**src/rtl/uart_rx_pkg.sv**
```systemverilog
// Shared types and helpers for the UART receive path.
package uart_rx_pkg;

    localparam int OVERSAMPLE_DEF = 16;
    localparam int MAX_DATA_DEF   = 8;

    typedef enum logic [2:0] {
        IDLE,
        START,
        DATA,
        PARITY,
        STOP
    } rx_state_e;

    // Data-field width selected by the 2-bit configuration code (0..3 => 5..8).
    function automatic logic [3:0] nbits(input logic [1:0] data_bits);
        return 4'd5 + {2'b00, data_bits};
    endfunction

endpackage

```
**src/rtl/uart_bit_sync.sv**
```systemverilog
// Two-flop synchronizer for the asynchronous serial line; resets to idle (1).
module uart_bit_sync (
    input  logic pclk,
    input  logic areset,
    input  logic d,
    output logic q
);

    logic meta_q, meta_d;
    logic sync_q, sync_d;

    // Shift the raw line through two stages.
    always_comb begin
        meta_d = d;
        sync_d = meta_q;
    end

    // Synchronizer flops, held at line-idle level during reset.
    always_ff @(posedge pclk or negedge areset) begin
        if (!areset) begin
            meta_q <= 1'b1;
            sync_q <= 1'b1;
        end else begin
            meta_q <= meta_d;
            sync_q <= sync_d;
        end
    end

    assign q = sync_q;

endmodule

```
**src/rtl/slave_rx_deserializer.sv**
```systemverilog
// UART receive stage: oversampled start detect, LSB-first shift of 5..8 data
// bits, optional parity, one or two stop bits, valid/ready byte output.
//
// state  | meaning
// IDLE   | waiting for a low line on a baud tick
// START  | confirming the start bit at mid-bit
// DATA   | sampling data bits every OVERSAMPLE ticks
// PARITY | sampling the parity bit
// STOP   | sampling stop bit(s), then frame complete
module slave_rx_deserializer
    import uart_rx_pkg::*;
#(
    parameter int OVERSAMPLE = OVERSAMPLE_DEF,
    parameter int MAX_DATA   = MAX_DATA_DEF
) (
    input  logic                pclk,
    input  logic                areset,
    input  logic                baud_tick,
    input  logic                rx,
    input  logic [1:0]          cfg_data_bits,
    input  logic                cfg_parity_en,
    input  logic                cfg_parity_odd,
    input  logic                cfg_stop2,
    output logic [MAX_DATA-1:0] rx_data,
    output logic                rx_valid,
    input  logic                rx_ready,
    output logic                parity_err,
    output logic                frame_err,
    output logic                overrun_err,
    output logic                busy
);

    localparam int TW = $clog2(OVERSAMPLE);
    localparam logic [TW-1:0] TICK_MID = TW'(OVERSAMPLE / 2 - 1);
    localparam logic [TW-1:0] TICK_END = TW'(OVERSAMPLE - 1);

    logic rx_sync;

    rx_state_e           state_q, state_d;
    logic [TW-1:0]       tick_q, tick_d;
    logic [3:0]          bit_q, bit_d;
    logic                stop_second_q, stop_second_d;
    logic [MAX_DATA-1:0] shift_q, shift_d;
    logic                perr_acc_q, perr_acc_d;
    logic                ferr_acc_q, ferr_acc_d;
    logic                done_q, done_d;

    logic [3:0]          nbits_q, nbits_d;
    logic                par_en_q, par_en_d;
    logic                par_odd_q, par_odd_d;
    logic                stop2_q, stop2_d;

    logic [MAX_DATA-1:0] rx_data_q, rx_data_d;
    logic                rx_valid_q, rx_valid_d;
    logic                parity_err_q, parity_err_d;
    logic                frame_err_q, frame_err_d;
    logic                overrun_q, overrun_d;

    uart_bit_sync u_sync (
        .pclk   (pclk),
        .areset (areset),
        .d      (rx),
        .q      (rx_sync)
    );

    // State register.
    always_ff @(posedge pclk or negedge areset) begin
        if (!areset) begin
            state_q <= IDLE;
        end else begin
            state_q <= state_d;
        end
    end

    // Counters, frame accumulators, latched config and output register.
    always_ff @(posedge pclk or negedge areset) begin
        if (!areset) begin
            tick_q        <= '0;
            bit_q         <= '0;
            stop_second_q <= 1'b0;
            shift_q       <= '0;
            perr_acc_q    <= 1'b0;
            ferr_acc_q    <= 1'b0;
            done_q        <= 1'b0;
            nbits_q       <= 4'd8;
            par_en_q      <= 1'b0;
            par_odd_q     <= 1'b0;
            stop2_q       <= 1'b0;
            rx_data_q     <= '0;
            rx_valid_q    <= 1'b0;
            parity_err_q  <= 1'b0;
            frame_err_q   <= 1'b0;
            overrun_q     <= 1'b0;
        end else begin
            tick_q        <= tick_d;
            bit_q         <= bit_d;
            stop_second_q <= stop_second_d;
            shift_q       <= shift_d;
            perr_acc_q    <= perr_acc_d;
            ferr_acc_q    <= ferr_acc_d;
            done_q        <= done_d;
            nbits_q       <= nbits_d;
            par_en_q      <= par_en_d;
            par_odd_q     <= par_odd_d;
            stop2_q       <= stop2_d;
            rx_data_q     <= rx_data_d;
            rx_valid_q    <= rx_valid_d;
            parity_err_q  <= parity_err_d;
            frame_err_q   <= frame_err_d;
            overrun_q     <= overrun_d;
        end
    end

    // Next-state and bit-level datapath; everything advances only on baud ticks.
    always_comb begin
        state_d       = state_q;
        tick_d        = tick_q;
        bit_d         = bit_q;
        stop_second_d = stop_second_q;
        shift_d       = shift_q;
        perr_acc_d    = perr_acc_q;
        ferr_acc_d    = ferr_acc_q;
        done_d        = 1'b0;
        nbits_d       = nbits_q;
        par_en_d      = par_en_q;
        par_odd_d     = par_odd_q;
        stop2_d       = stop2_q;

        if (baud_tick) begin
            case (state_q)
                IDLE: begin
                    if (!rx_sync) begin
                        state_d       = START;
                        tick_d        = '0;
                        bit_d         = '0;
                        stop_second_d = 1'b0;
                        shift_d       = '0;
                        perr_acc_d    = 1'b0;
                        ferr_acc_d    = 1'b0;
                        nbits_d       = nbits(cfg_data_bits);
                        par_en_d      = cfg_parity_en;
                        par_odd_d     = cfg_parity_odd;
                        stop2_d       = cfg_stop2;
                    end
                end
                START: begin
                    if (tick_q == TICK_MID) begin
                        tick_d = '0;
                        if (rx_sync) begin
                            state_d = IDLE;
                        end else begin
                            state_d = DATA;
                            bit_d   = '0;
                        end
                    end else begin
                        tick_d = tick_q + TW'(1);
                    end
                end
                DATA: begin
                    if (tick_q == TICK_END) begin
                        tick_d = '0;
                        for (int i = 0; i < MAX_DATA; i++) begin
                            if (bit_q == 4'(i)) begin
                                shift_d[i] = rx_sync;
                            end
                        end
                        if (bit_q == nbits_q - 4'd1) begin
                            state_d = par_en_q ? PARITY : STOP;
                        end else begin
                            bit_d = bit_q + 4'd1;
                        end
                    end else begin
                        tick_d = tick_q + TW'(1);
                    end
                end
                PARITY: begin
                    if (tick_q == TICK_END) begin
                        tick_d     = '0;
                        perr_acc_d = ((rx_sync ^ (^shift_q)) != par_odd_q);
                        state_d    = STOP;
                    end else begin
                        tick_d = tick_q + TW'(1);
                    end
                end
                STOP: begin
                    if (tick_q == TICK_END) begin
                        tick_d = '0;
                        if (!rx_sync) begin
                            ferr_acc_d = 1'b1;
                        end
                        if (stop2_q && !stop_second_q) begin
                            stop_second_d = 1'b1;
                        end else begin
                            state_d = IDLE;
                            done_d  = 1'b1;
                        end
                    end else begin
                        tick_d = tick_q + TW'(1);
                    end
                end
                default: state_d = IDLE;
            endcase
        end
    end

    // Output register: load a finished frame when empty or being drained, else flag overrun.
    always_comb begin
        rx_data_d    = rx_data_q;
        rx_valid_d   = rx_valid_q;
        parity_err_d = parity_err_q;
        frame_err_d  = frame_err_q;
        overrun_d    = 1'b0;

        if (rx_valid_q && rx_ready) begin
            rx_valid_d = 1'b0;
        end
        if (done_q) begin
            if (!rx_valid_q || rx_ready) begin
                rx_data_d    = shift_q;
                parity_err_d = perr_acc_q;
                frame_err_d  = ferr_acc_q;
                rx_valid_d   = 1'b1;
            end else begin
                overrun_d = 1'b1;
            end
        end
    end

    // FSM-derived outputs.
    always_comb begin
        busy = (state_q != IDLE);
    end

    assign rx_data     = rx_data_q;
    assign rx_valid    = rx_valid_q;
    assign parity_err  = parity_err_q;
    assign frame_err   = frame_err_q;
    assign overrun_err = overrun_q;

endmodule

```
**config.mk**
```make
export PLATFORM = sky130hd
export DESIGN_NAME = slave_rx_deserializer
export DESIGN_NICKNAME = d
export VERILOG_FILES = /design/src/rtl/uart_rx_pkg.sv /design/src/rtl/uart_bit_sync.sv /design/src/rtl/slave_rx_deserializer.sv
export SDC_FILE = /design/constraint.sdc
export NUM_CORES = 1
export LEC_CHECK = 0
export ABC_AREA = 1
export CAP_MARGIN = 20
export CELL_PAD_IN_SITES_DETAIL_PLACEMENT = 0
export CELL_PAD_IN_SITES_GLOBAL_PLACEMENT = 1
export CORE_MARGIN = 5
export CORE_UTILIZATION = 25
export DETAILED_ROUTE_END_ITERATION = 6
export PLACE_DENSITY_LB_ADDON = 0.1
export SYNTH_ARGS = -nofsm -noshare
export SYNTH_HDL_FRONTEND = slang
export SYNTH_SLANG_ARGS = --single-unit
```
**constraint.sdc**
```tcl
create_clock -name pclk -period 1.7 [get_ports pclk]
set_input_delay 0.34 -clock pclk [delete_from_list [all_inputs] [get_ports pclk]]
set_output_delay 0.34 -clock pclk [all_outputs]
set_load 0.02 [all_outputs]
```
Yosys cells after proc, flatten, opt, wreduce, memory -nomap -nowiden

Index checks and enable logic that the tools add are counted.

Bits in registers: 44
Input port bits: 10
Output and inout port bits: 13
Word-level logic and storage cells: 144

Add/sub/neg operators: 4
Eq/ne operators: 33
Multiplexer cells: 48
Bitwise gates (word level): 2
Reduce and logical (&&, ||, !) cells: 31

Operator list:

| kind                                           | count |
|---|---|
| AND reduction 5 bit                            | 11 |
| != test 2 bit (second input constant)          | 18 |
| 2-to-1 mux 4 bit                               | 7 |
| 2-to-1 mux 3 bit                               | 8 |
| one-hot mux 4 bit (3 select lines)             | 2 |
| 2-to-1 mux 1 bit                               | 23 |
| == test 4 x 3 -> 1 bit (second input constant) | 5 |
| 2-to-1 mux 8 bit                               | 2 |
| one-hot mux 8 bit (2 select lines)             | 1 |
| one-hot mux 3 bit (5 select lines)             | 1 |
| nonzero test 3 bit                             | 3 |
| adder 4 x 1 -> 4 bit (second input constant)   | 2 |
| == test 4 x 2 -> 1 bit (second input constant) | 2 |
| AND reduction 8 bit                            | 1 |
| parity 8 bit                                   | 1 |
| == test 3 x 2 -> 1 bit (second input constant) | 2 |
| one-hot mux 1 bit (2 select lines)             | 3 |
| AND reduction 3 bit                            | 2 |
| nonzero test 2 bit                             | 3 |
| adder 3 x 2 -> 4 bit (first input constant)    | 1 |
| == test 4 x 1 -> 1 bit (second input constant) | 1 |
| == test 4 bit                                  | 1 |
| == test 4 bit (second input constant)          | 1 |
| logical NOT 4 bit                              | 1 |
| 14 further kinds                               | 16 |

Logic depth before layout (Yosys ltp)

Gate-level depths: netlist (run 1).

Word-level depth: 6
Mapped depth: 12
Mapped depth without buffers: 12

By module

From an unflattened synthesis (run 1), not the netlist that was laid out.

Cells, all modules: 325
Area total of the unflattened synthesis: 2447.3 sq um

Modules (own cells, without submodules):

| module                | instances | cells an instance | area each (sq um) | sequential area each (sq um) |
|---|---|---|---|---|
| slave_rx_deserializer | 1         | 323               | 2394.8            | 1052.3 |
| uart_bit_sync         | 1         | 2                 | 52.6              | 52.6 |

Least setup slack after synthesis (run 1)

Ideal clock, no wire load.

Path kind: reg-to-reg
Start: reg nbits_q[0]
End: reg state_q[0]
Setup time: 0.117 ns
Data arrival time: 1.452 ns
Required time: 1.583 ns
Path slack: 0.131 ns
Stages on the path, launching flop included: 13
Buffers on the path: 0
Period minus slack after synthesis: 1.569 ns
Cell sequence: dfrtp_1 inv_1 ha_1 nand2_1 inv_1 nor2_1 nand2_1 nor2_1 nand2_1 nand2_1 nand2_2 nand2_1 nand2_1

Word-level cells in the longest chain between the ends: 4

RTL lines:

| element                              | line                         | RTL |
|---|---|---|
| start, declared                      | slave_rx_deserializer.sv:48  | `logic [3:0] nbits_q, nbits_d;` |
| start signal, assigned               | slave_rx_deserializer.sv:102 | `nbits_q <= nbits_d;` |
| subtractor 4 x 1 -> 4 bit            | slave_rx_deserializer.sv:167 | `if (bit_q == nbits_q - 4'd1) begin` |
| == test 4 bit                        | slave_rx_deserializer.sv:167 |  |
| != test 2 bit (no source line)       | -                            |  |
| AND reduction 8 bit (no source line) | -                            |  |
| end signal, assigned                 | slave_rx_deserializer.sv:71  | `state_q <= state_d;` |
| end, declared                        | slave_rx_deserializer.sv:39  | `rx_state_e state_q, state_d;` |

No other way between the ends.
A chain may end at the register's enable or synchronous reset.

Worst setup path in the final report (run 1)

Start: reg state_q[1]
End: out busy

Word-level cells in the longest chain between the ends: 1

RTL lines:

| element            | line                         | RTL |
|---|---|---|
| nonzero test 3 bit | slave_rx_deserializer.sv:231 | `busy = (state_q != IDLE);` |
| end, declared      | slave_rx_deserializer.sv:30  | `output logic busy` |

No other way between the ends.

==> results.cfg, run 1 <==
[synthesis]
synth_most_common_cell = nand2_1
synth_top_area_share_pct = 42.3
synth_ff_type = dfrtp_1
synth_commonest_cells = 121 x nand2_1, 43 x inv_1, 41 x dfrtp_1
netlist_instances = 329
synthTopCellsByArea = dfrtp_1 42%, nand2_1 19%, inv_1 6.7%
synth.avg_cell_area_um2 = 7.37
async_flop_share_pct = 100
synth_area_um2 = 2430
syn_nets = 346
ys_ff_latch = 44
synth_largest_area_cell = dfrtp_1
ys_seq_area_share_pct = 45.5
yosys_warnings = 0
synth_cell_types = 28
synth-edff-count = 0

[layout]
final_nets = 410
layout.cells.non_filler = 527
fin_util_pct = 33.7
drive_gt1_share_pct = 18.3
synthToLayoutAreaGrowth_pct = 33.8
finalInstanceArea_um2 = 3250
antenna_cells = 0
nFillCells = 1085
seqCellArea_um2 = 1110
multi_input_area_um2 = 1190

[clock_tree]
clkLatencyLatePin_ns = 0.31
cts.clk_slew.worst_paths_ns = 0.10
cts_tree = yes
cts_htree_levels = 2
clockBufferDepth = 2
cts.sinks = 44
numCtsBuffers = 5
cts_root_buffer = clkbuf_8

[pwr]
power_switching_w = 0.00184
powerDensity_nw_per_um2 = 1380
power.share.clock_pct = 19.1
switching_share_pct = 41.1
p_int_w = 0.00264
p_leak_nw = 1.58
seqPwrFrac_pct = 32.9
combPwrFrac_pct = 48.0
ir_worst_vdd_mv = 0.523

[setup_path]
cp_slowest_stage_delay_ns = 0.46
critPathSlowestCell = dfrtp_1
worstSetupEndpointType = output pin
r2r_cells = 12
regToRegEndpoint = state_q[1]$_DFFE_PN0P_
start_kind = flop
cp.required_ns = 1.36
path_max_fanout = 4
reg2reg_from = nbits_q[0]$_DFFE_PN0P_
crit_chain = nor2_4 > nand2_4 > dlygate4sd2_1
cp.arrival_ns = 1.29
critPathKind = flop to output pin
regToRegSetupSlack_ns = 0.11

[global_routing]
antenna_found_initial = 0
grtUsageTotal_pct = 11.0
grt_pass1_vias = 2084
grt_max_degree = 20
grt.overflow.total = 0
grt_pass1_wl_um = 10100

[place]
placedCellCount = 514
dp_slack_ns = -0.0699
port_buffers = 22
dp_hpwl_um = 4690
placed_area_um2 = 3040
place_congestion = 0.827

[route]
dr_total_vias = 2156
via_per_inst = 4.09
first_pass_iters = 4
drc = 0
antenna_left = 0
drtIter0Drc = 71
wirelength_um = 5950
routedWlPerCell_um = 11.3

[run]
cap_violations = 0

[die]
dieArea_um2 = 11800
ios = 23
start_util_pct = 25.2
dieHeight_um = 109
fp.coreArea_um2 = 9640
die_x_um = 109
row_count = 36

[sta]
relSlewSlack_pct = 69.5
fin_worst_skew_ns = 0.0116
fin_setup_tns_ns = 0
maxSlewViolCount = 0
max_freq_mhz = 612
worst-slew-pin-transition_ns = 0.458
finalSetupViolCount = 0
fin_crit_ns = 1.63
period_share_pct = 96.0
rsz0062_at_grt = true
layout_setup_ws_ns = 0.0673
finalHoldViolations = 0

[status]
status = complete, no violations

[hold_path]
worstHoldStart = u_sync.meta_q$_DFF_PN1_
hp-class = flop to flop
min_to = u_sync.q$_DFF_PN1_
whs_path_depth = 0
==> power by group through the flow <==
stage	Clock (W)	Sequential [W]	Combinational [W]
after global placement	0	0.00149	0.00207
after detailed placement	0	0.00149	0.00207
after floorplan	0	0.00147	0.00131
final	0.000855	0.00147	0.00215
after global routing	0.000931	0.00151	0.00252
after CTS	0.000897	0.00147	0.00209
==> critical path, delay by kind of cell, from the launching register on <==
kind          cells  cell delay [ns]
flops             1             0.46
simple gates      2             0.21
buf+inv           1             0.32
==> sequential cells by signal (all words and copies together), names as in the netlist, 3 cells and up <==
name     cells
bit_q        4
rx_data      8
tick_q       4
nbits_q      4
shift_q      8
state_q      3
==> kinds of logic after synthesis <==
group / Yosys count / share of synthesized area (%)
compound gates: 44 / 9.70
xor+xnor: 3 / 1.08
fa+ha+maj: 7 / 3.61
buf+inv: 48 / 7.48
flops: 44 / 45.5
mux: 1 / 0.464
simple gates: 182 / 32.1
==> stage by stage <==
step / power [W] / hold WS, ns
after floorplan: 0.00278 / 0.0444
after global placement: 0.00356 / 0.320
after detailed placement: 0.00356 / 0.317
after CTS: 0.00446 / 0.362
after global routing: 0.00496 / 0.374
final: 0.00448 / 0.362
==> final cells by class <==
class                      count  share of cell area (%)
clock inverter                 3                    1.43
inverter                      46                    5.32
tap                          133                    5.13
multi-input combinational    237                    36.6
timing repair buffer          59                    15.3
sequential                    44                    34.1
clock buffer                   5                    2.12
==> worst max-delay path by stage <==
| stage | start | endpoint | depth (start not counted) |
|---|---|---|---|
| 6_report | state_q[1]$_DFFE_PN0P_ | busy | 3 |
| 5_1_grt | tick_q[1]$_DFFE_PN0P_ | state_q[1]$_DFFE_PN0P_ | 11 |
| 4_1_cts | tick_q[0]$_DFFE_PN0P_ | shift_q[5]$_DFFE_PN0P_ | 11 |
| 3_5_place_dp | baud_tick | par_en_q$_DFFE_PN0P_ | 6 |
| 3_3_place_gp | baud_tick | shift_q[5]$_DFFE_PN0P_ | 7 |
| 2_1_floorplan | nbits_q[0]$_DFFE_PN0P_ | state_q[0]$_DFFE_PN0P_ | 12 |
==> placed cells by master (no fill, tap or decap), types with 2 or more instances in the layout <==
master / instances
nand2_1: 118
inv_1: 41
dfrtp_1: 40
buf_4: 35
nor2_1: 24
o21ai_0: 24
clkdlybuf4s50_1: 20
nand3_1: 18
o21ai_1: 9
nand2_2: 6
nand4_1: 6
inv_2: 5
a21oi_1: 5
ha_1: 5
clkbuf_8: 5
nor2_4: 4
xor2_1: 3
dfstp_2: 3
o211ai_1: 2
==> routing by layer <==
metal	vias to the layer above	wire length, um	global-route usage [%]	part of all wire [%]
met5	-	0	0	0
met4	0	60	3.25	1.0
met3	5	214	2.39	3.6
met2	27	2490	16.8	42
met1	962	3180	15.7	53
li1	1162	-	-	-
==> what timing repair did <==
item / in CTS / in global routing
cloned: 0 / 0
endpoints found under the hold margin: 17 / 0
pin swaps: 1 / 9
gates resized for setup: 2 / 13
setup endpoints to repair: 3 / 15
buffers inserted: 1 / 3
hold buffers: 1 / 0
(Power assumes the default switching activity.)
==> run 2: changes to the inputs <==
CELL_PAD_IN_SITES_GLOBAL_PLACEMENT = 2   (was 1)
DONT_BUFFER_PORTS = 1   (was default)
==> run 2 against run 1 <==
  * Clock power rose by 0.7%
  * Combinational power fell by 13%
  * Critical path depth rose by 7
  * Clock skew fell by 0.0072 ns
  * Flip-flop and latch count did not move
  * Die area did not move
  * Fmax rose by 4.9%
  * Core utilization fell by 3.9 points
  * Register-to-register slack improved by 0.03 ns
  * Critical path type is now flop to flop
  * Largest cell class unchanged
  * Largest power group unchanged
==> results.cfg, run 2 (synthesis results as in run 1) <==
[pwr]
p_leak_nw = 1.40
ir_worst_vdd_mv = 0.497
power.total_w = 0.00422
powerDensity_nw_per_um2 = 1470

[setup_path]
critPathKind = flop to flop
crit_cells = 10
reg2reg_from = tick_q[0]$_DFFE_PN0P_
path_max_fanout = 4
critPathMostFrequentCell = nand2_1
path_buf_inv = 1
worstSetupEndpoint = bit_q[1]$_DFFE_PN0P_
regToRegSetupSlack_ns = 0.14
critPathTopFamily = simple AND/OR/NAND/NOR gates
crit_chain = ha_2 > nand2_1 > inv_2 > nand2_2 > nand2_2 > nand3_2 > nor2_2 > nand3_2 > nand2_1 > nand2_1
critPathSlowestCell = dfrtp_1
worstSetupEndpointType = flop
cp.arrival_ns = 1.75
cp_slowest_stage_delay_ns = 0.39
cp.required_ns = 1.89
cp-startpoint = tick_q[0]$_DFFE_PN0P_
r2r_cells = 10
start_kind = flop
regToRegEndpoint = bit_q[1]$_DFFE_PN0P_

[die]
ios = 23
row_count = 36
dieArea_um2 = 11800
dieHeight_um = 109
start_util_pct = 25.2
fp.coreArea_um2 = 9640
die_x_um = 109

[route]
dr_total_vias = 1994
routedWlPerCell_um = 11.9
drc = 0
first_pass_iters = 4
via_per_inst = 4.15
antenna_left = 0
drtIter0Drc = 82
wirelength_um = 5740

[global_routing]
grtUsageTotal_pct = 10.5
grt_pass1_vias = 1924
grt_max_degree = 45
grt.overflow.total = 0
grt_pass1_wl_um = 9650
antenna_found_initial = 0

[sta]
finalHoldViolations = 0
finalSetupViolCount = 0
max_freq_mhz = 642
layout_setup_ws_ns = 0.143
worst-slew-pin-transition_ns = 0.282
period_share_pct = 91.6
relSlewSlack_pct = 81.1
fin_crit_ns = 1.56
maxSlewViolCount = 0
fin_worst_skew_ns = 0.00438

[clock_tree]
numCtsBuffers = 5
cts_htree_levels = 2
cts_tree = yes
cts_root_buffer = clkbuf_8
cts.clk_slew.worst_paths_ns = 0.09
cts.sinks = 44
clockBufferDepth = 2
clkLatencyLatePin_ns = 0.30

[layout]
nFillCells = 1071
drive_gt1_share_pct = 13.8
final_nets = 364
final_cell_mix = 118 x nand2_1, 41 x inv_1, 41 x dfrtp_1
fin_util_pct = 29.8
synthToLayoutAreaGrowth_pct = 18.3
antenna_cells = 0
layout.cells.non_filler = 481
mostFrequentLayoutCell = nand2_1
finalInstanceArea_um2 = 2870

[hold_path]
hp-class = primary input to flop

[place]
placedCellCount = 470
place_congestion = 0.789
port_buffers = 0
dp_slack_ns = 0.0241
placed_area_um2 = 2660
dp_hpwl_um = 4420

[status]
status = complete, no violations

[run]
cap_violations = 0
run 2: worst min-delay path by stage:
stage / start / endpoint / slack [ns] / cells past startpoint
after floorplan: areset / bit_q[0]$_DFFE_PN0P_ / 0.04 / 0
after global placement: areset / rx_data[2]$_DFFE_PN0P_ / 0.05 / 0
after detailed placement: areset / rx_data[2]$_DFFE_PN0P_ / 0.05 / 0
after CTS: rx / u_sync.meta_q$_DFF_PN1_ / 0.01 / 0
after global routing: rx / u_sync.meta_q$_DFF_PN1_ / 0.003 / 0
final: rx / u_sync.meta_q$_DFF_PN1_ / 0.03 / 0
run 2: layout make-up:
class	count	area (um2)	area share, %
tap	133	166	5.80
sequential	44	1100	38.5
inverter	46	173	6.02
timing repair buffer	13	124	4.32
clock inverter	2	38.8	1.35
clock buffer	6	82.6	2.88
multi-input combinational	237	1180	41.1
run 2: per-layer routing:
metal | GRT usage, % | share of wire, %
met2 | 16.3 | 44
met5 | 0 | 0
met3 | 2.75 | 4.0
met1 | 14.4 | 51
met4 | 2.98 | 0.84
run 2: timing repair:
| action | 4_1_cts | 5_1_grt |
|---|---|---|
| setup endpoints to repair | 0 | 15 |
| hold endpoints to repair | 44 | 0 |
| buffers inserted | 0 | 1 |
| hold buffers | 2 | 0 |
| resized for setup | 0 | 13 |
run 2: per-stage QoR:
step	TNS, ns	hold slack (ns)
2_1_floorplan	0	0.0444
3_3_place_gp	0	0.0458
3_5_place_dp	0	0.0459
4_1_cts	0	0.0139
5_1_grt	-0.000799	0.00259
6_report	0	0.0320
run 2: report_power, final:
part / switching (W) / internal [W]
combinational: 0.00118 / 0.000689
clock: 0.000380 / 0.000481
sequential: 0.000215 / 0.00128
total: 0.00177 / 0.00245
